`src/rtl/divider_nb.sv`:
```
// divider_nb: multi-cycle restoring divider, one quotient bit per RUN cycle.
// Flow: IDLE/DONE --start--> RUN (nb steps) --> FIX (sign fix-up) --> DONE.
// A zero divisor skips RUN and FIX and goes straight to DONE.
// Optional feature macro DIVIDER_SIGNED_EN: when defined, operands and
// results are two's complement. When undefined, operands are unsigned and
// FIX only copies the result out.
module divider_nb #(
  parameter int nb = 10
) (
  input  logic          clk,
  input  logic          rst,
  input  logic          start,
  input  logic [nb-1:0] dividend,
  input  logic [nb-1:0] divisor,
  output logic [nb-1:0] quotient,
  output logic [nb-1:0] remainder,
  output logic          ready,
  output logic          div_by_zero
);

  localparam int CW = (nb > 2) ? $clog2(nb) : 1;

  typedef enum logic [1:0] {IDLE, RUN, FIX, DONE} state_t;

  state_t        r_state, w_next;
  logic [CW-1:0] r_cnt;
  logic [nb-1:0] r_rem, r_quo, r_dvs;
  logic [nb-1:0] w_dvd_mag, w_dvs_mag;
  logic [nb:0]   w_sh, w_diff;
  logic          w_borrow, w_unused_msb, w_dvs_zero;

`ifdef DIVIDER_SIGNED_EN
  logic r_neg_q, r_neg_r;
  // The most-negative operand maps to magnitude 2^(nb-1), which still fits
  // as an unsigned nb-bit value.
  assign w_dvd_mag = dividend[nb-1] ? -dividend : dividend;
  assign w_dvs_mag = divisor[nb-1]  ? -divisor  : divisor;
`else
  assign w_dvd_mag = dividend;
  assign w_dvs_mag = divisor;
`endif

  assign w_dvs_zero = (divisor == '0);

  // Restoring step: shift {rem, quo} left one bit, then trial-subtract the
  // divisor. The borrow out of the subtract is the sign of the trial.
  // Because rem < divisor, a kept difference always fits in nb bits, so the
  // top bit of the difference is never needed.
  assign w_sh                 = {r_rem, r_quo[nb-1]};
  assign {w_borrow, w_diff}   = {1'b0, w_sh} - {2'b0, r_dvs};
  assign w_unused_msb         = w_diff[nb];

  // State register; reset wins over start.
  always_ff @(posedge clk) begin
    if (rst) r_state <= IDLE;
    else     r_state <= w_next;
  end

  // Next state: start restarts from any state, including mid-division.
  always_comb begin
    w_next = r_state;
    if (start) begin
      w_next = w_dvs_zero ? DONE : RUN;
    end else begin
      case (r_state)
        RUN:     if (r_cnt == CW'(nb-1)) w_next = FIX;
        FIX:     w_next = DONE;
        default: w_next = r_state;
      endcase
    end
  end

  // Output decode.
  always_comb begin
    ready = (r_state == DONE);
  end

  // Datapath: operand load, iteration and result registers. The result
  // registers change only on a zero-divisor start or in FIX, so they hold
  // the previous result while a new division runs.
  always_ff @(posedge clk) begin
    if (rst) begin
      r_cnt       <= '0;
      r_rem       <= '0;
      r_quo       <= '0;
      r_dvs       <= '0;
      quotient    <= '0;
      remainder   <= '0;
      div_by_zero <= 1'b0;
`ifdef DIVIDER_SIGNED_EN
      r_neg_q     <= 1'b0;
      r_neg_r     <= 1'b0;
`endif
    end else if (start) begin
      if (w_dvs_zero) begin
        quotient    <= '1;
        remainder   <= dividend;
        div_by_zero <= 1'b1;
      end else begin
        r_cnt <= '0;
        r_rem <= '0;
        r_quo <= w_dvd_mag;
        r_dvs <= w_dvs_mag;
`ifdef DIVIDER_SIGNED_EN
        r_neg_q <= dividend[nb-1] ^ divisor[nb-1];
        r_neg_r <= dividend[nb-1];
`endif
      end
    end else begin
      case (r_state)
        RUN: begin
          r_cnt <= r_cnt + 1'b1;
          r_quo <= {r_quo[nb-2:0], ~w_borrow};
          r_rem <= w_borrow ? w_sh[nb-1:0] : w_diff[nb-1:0];
        end
        FIX: begin
`ifdef DIVIDER_SIGNED_EN
          // Most-negative / -1 wraps back to most-negative here by design.
          quotient  <= r_neg_q ? -r_quo : r_quo;
          remainder <= r_neg_r ? -r_rem : r_rem;
`else
          quotient  <= r_quo;
          remainder <= r_rem;
`endif
          div_by_zero <= 1'b0;
        end
        default: ;
      endcase
    end
  end

endmodule
```
`config.mk`:
```
export PLATFORM = sky130hd
export DESIGN_NAME = divider_nb
export DESIGN_NICKNAME = d
export VERILOG_FILES = /design/src/rtl/divider_nb.sv
export SDC_FILE = /design/constraint.sdc
export NUM_CORES = 1
export LEC_CHECK = 0
export ABC_AREA = 1
export BUFFER_PORTS_ARGS = -buffer_cell sky130_fd_sc_hd__buf_2
export CORE_AREA = 4 4 97 90
export CTS_BUF_LIST = sky130_fd_sc_hd__clkbuf_4 sky130_fd_sc_hd__clkbuf_8
export CTS_CLUSTER_SIZE = 20
export DETAILED_ROUTE_END_ITERATION = 7
export DIE_AREA = 0 0 101 94
export GPL_TIMING_DRIVEN = 0
export PLACE_DENSITY_LB_ADDON = 0.12
export SLEW_MARGIN = 20
export SYNTH_ARGS = -nofsm -noshare
export SYNTH_HDL_FRONTEND = slang
export SYNTH_SLANG_ARGS = --single-unit
```
`constraint.sdc`:
```
create_clock -name clk -period 4.3 [get_ports clk]
set_input_delay 1.29 -clock clk [delete_from_list [all_inputs] [get_ports clk]]
set_output_delay 1.29 -clock clk [all_outputs]
set_load 0.005 [all_outputs]
```
==> insert_results.sql <==
INSERT INTO impl_metrics (metric_group, metric, value, unit) VALUES
('worst_setup_path', 'critPathLaunchType', 'primary input', ''),
('sta', 'timing.clock.skew', '0.00930', 'ns'),
('sta', 'timing.final.setup_violations', '0', ''),
('synth', 'yosysTopAreaCell', 'dfxtp_1', ''),
('final_layout', 'drive_above_1_share', '18.2', '%'),
('clock_network', 'htree_num_levels', '3', ''),
('route', 'detail_route.vias_per_cell', '4.98', ''),
('final_layout', 'finish.instance_area', '3540', 'µm²'),
('worst_setup_path', 'worstPathMaxFanout', '10', ''),
('placement', 'placed_cell_area', '3340', 'µm²'),
('clock_network', 'cts_root_buf', 'clkbuf_8', ''),
('run_status', 'outcome', 'completed', ''),
('power', 'power.density_cell_area', '368', 'nW/µm²'),
('worst_setup_path', 'worst-endpoint-required', '4.56', 'ns'),
('clock_network', 'ctsLongestPathBuffers', '2', ''),
('sta', 'timing_worst_slew_pin_value', '0.665', 'ns'),
('power', 'int_pwr', '917', 'µW'),
('clock_network', 'clk_pin_slew_worst_paths', '0.06', 'ns'),
('power', 'sequentialPowerShare', '43.8', '%'),
('sta', 'final_max_slew_viol_count', '0', ''),
('clock_network', 'number_of_clock_sinks', '57', ''),
('die', 'die-area', '9490', 'µm²'),
('synth', 'post_synth_most_frequent_cells', '107 x nand2_1, 57 x dfxtp_1, 47 x inv_1', ''),
('grt', 'overflow', '0', ''),
('run', 'timing.max_cap.violations', '0', ''),
('worst_setup_path', 'worst_ep_arrival_time', '2.52', 'ns'),
('power', 'peakVddDrop', '0.000187', 'V'),
('final_layout', 'final_nets', '514', ''),
('power', 'swShare', '29.5', '%'),
('grt', 'grt_max_degree', '11', ''),
('power', 'p_comb_share', '17.8', '%'),
('clock_network', 'cts_tree', 'yes', ''),
('sta', 'period_needed', '2.26', 'ns'),
('clock_network', 'cts_setup_buffers', '0', ''),
('synth', 'synth_top_cell_area_share', '38.0', '%'),
('sta', 'slew-limit-headroom', '55.7', '%'),
('synth', 'netlist_area', '3000', 'µm²'),
('clock_network', 'postCtsHoldBufs', '0', ''),
('grt', 'global_route_wire_length_before_repair', '13.2', 'mm'),
('synth', 'yosys_most_used_dff', 'dfxtp_1', ''),
('synth', 'ys_top_cells_by_area', 'dfxtp_1 38%, nand2_1 13%, a21oi_1 6.0%', ''),
('worst_setup_path', 'worstSetupPathType', 'in2reg', ''),
('final_layout', 'ff_latch_area', '1140', 'µm²'),
('synth', 'synth_enable_flop_cells', '0', ''),
('synth', 'yosys_reg_bits', '57', ''),
('power', 'net-switching-power', '383', 'µW'),
('grt', 'first_global_vias', '2629', ''),
('route', 'drt_pre_antenna_iters', '4', ''),
('synth', 'async_reset_ff_share', '0', '%'),
('sta', 'hold_viol_final', '0', ''),
('synth', 'post-synth-top-count-cell', 'nand2_1', ''),
('power', 'clkPwrFrac', '38.4', '%'),
('final_layout', 'multiInputGateArea', '1560', 'µm²'),
('sta', 'fin_setup_tns', '0', 'ns'),
('grt', 'antenna_found_initial', '0', ''),
('die', 'vert_die_dim', '94', 'µm'),
('synth', 'ys.warnings.count', '0', ''),
('sta', 'final_layout_worst_hold_slack', '0.459', 'ns'),
('worst_setup_path', 'crit_path_end_kind', 'register', ''),
('final_layout', 'fill_cells', '822', ''),
('power', 'static-leakage-power', '0.00165', 'µW'),
('sta', 'min_period_over_period', '52.6', '%'),
('synth', 'ys_seq_area_share', '38.0', '%'),
('die', 'die_width', '101', 'µm'),
('synth', 'mappedNetlistNets', '460', ''),
('die', 'io_pins', '45', ''),
('final_layout', 'synthesis_to_finish_area_growth', '17.8', '%'),
('route', 'remaining_drc_errors', '0', ''),
('synth', 'synth_cell_type_count', '36', ''),
('clock_network', 'numCtsBuffers', '9', ''),
('placement', 'finalWeightedCongestion', '0.853', '');
[metal layers]
metal / track usage [%] / part of all wire [%] / wire [µm]
met2: 26.6 / 43 / 3550
met4: 5.87 / 1.2 / 102
met5: 0 / 0 / 0
met1: 25.9 / 51 / 4190
met3: 4.01 / 4.4 / 359
[area by class of cell]
type | count | area share (%)
clock buffer | 10 | 3.89
buffer | 17 | 2.76
multi-input combinational | 297 | 44.1
inverter | 53 | 5.83
sequential | 57 | 32.2
timing repair buffer | 43 | 6.08
clock inverter | 6 | 1.63
tap | 99 | 3.50
[state kept, by name, indices dropped and copies added, names as in the netlist]
register     cells
div_by_zero      1
r_cnt            4
r_rem           10
r_quo           10
quotient        10
r_dvs           10
remainder       10
r_state          2
[cells by family (layout without fill, tap and decap cells)]
logic type      count (synthesis)  count (layout)  share of synthesized area (%)
simple gates                  187             187                           27.2
compound gates                 93              93                           17.8
buf+inv                        70             129                           10.1
flops                          57              57                           38.0
fa+ha+maj                      13              13                           5.66
xor+xnor                        4               4                           1.17
[worst paths after layout]
| kind | start | to | slack (ns) | cells after the start |
|---|---|---|---|---|
| worst max-delay path | divisor[3] | r_rem[5] | 2.04 | 11 |
| worst min-delay path | div_by_zero | div_by_zero | 0.46 | 2 |
| worst max register to register | r_quo[9] | r_rem[8] | 2.30 | 11 |
| worst min register to register | div_by_zero | div_by_zero | 0.46 | 2 |
[power groups by stage]
stage	combinational [µW]	sequential (µW)	clock [µW]
after floorplan	165	577	0
after global placement	227	581	0
after detailed placement	228	581	0
after CTS	231	570	511
after global routing	261	573	536
final	231	570	500
[critical path: stages]
cell and delay [ns]:
buf_2 0.11, nor2_1 0.10, nand3_1 0.09, nor2_2 0.17
nor2_2 0.09, inv_4 0.12, nand2_8 0.10, inv_4 0.11
buf_6 0.15, nand2_1 0.05, a21oi_1 0.13
[metrics by stage]
step / setup slack [ns] / total power (µW) / util, % / cells
floorplan: 2.07 / 743 / - / 424
global placement: 1.72 / 807 / 42.9 / 566
detailed placement: 1.69 / 810 / 42.9 / 566
CTS: 2.04 / 1310 / 45.4 / 582
global route: 1.91 / 1370 / 45.4 / 582
finish: 2.04 / 1300 / 45.4 / 582
[layout by cell type, fill, tap and decap left out, types with 2 or more instances in the layout]
cell type / Yosys / final
buf_2: 6 / 49
nand4_1: 7 / 7
dfxtp_1: 57 / 57
a21oi_1: 36 / 36
clkinv_2: 0 / 4
o211a_1: 6 / 6
inv_1: 47 / 47
nand2_2: 3 / 3
a31oi_1: 11 / 11
nand2_1: 107 / 107
clkbuf_1: 6 / 6
a21oi_2: 2 / 2
inv_2: 2 / 2
nor2_2: 3 / 3
o21ai_0: 31 / 31
buf_6: 3 / 3
xor2_1: 2 / 2
clkbuf_8: 0 / 10
inv_4: 3 / 3
o21ai_1: 3 / 3
ha_1: 12 / 12
nor2_1: 34 / 34
xnor2_1: 2 / 2
nand3_1: 27 / 27
Power figures use the tool's default switching activity.
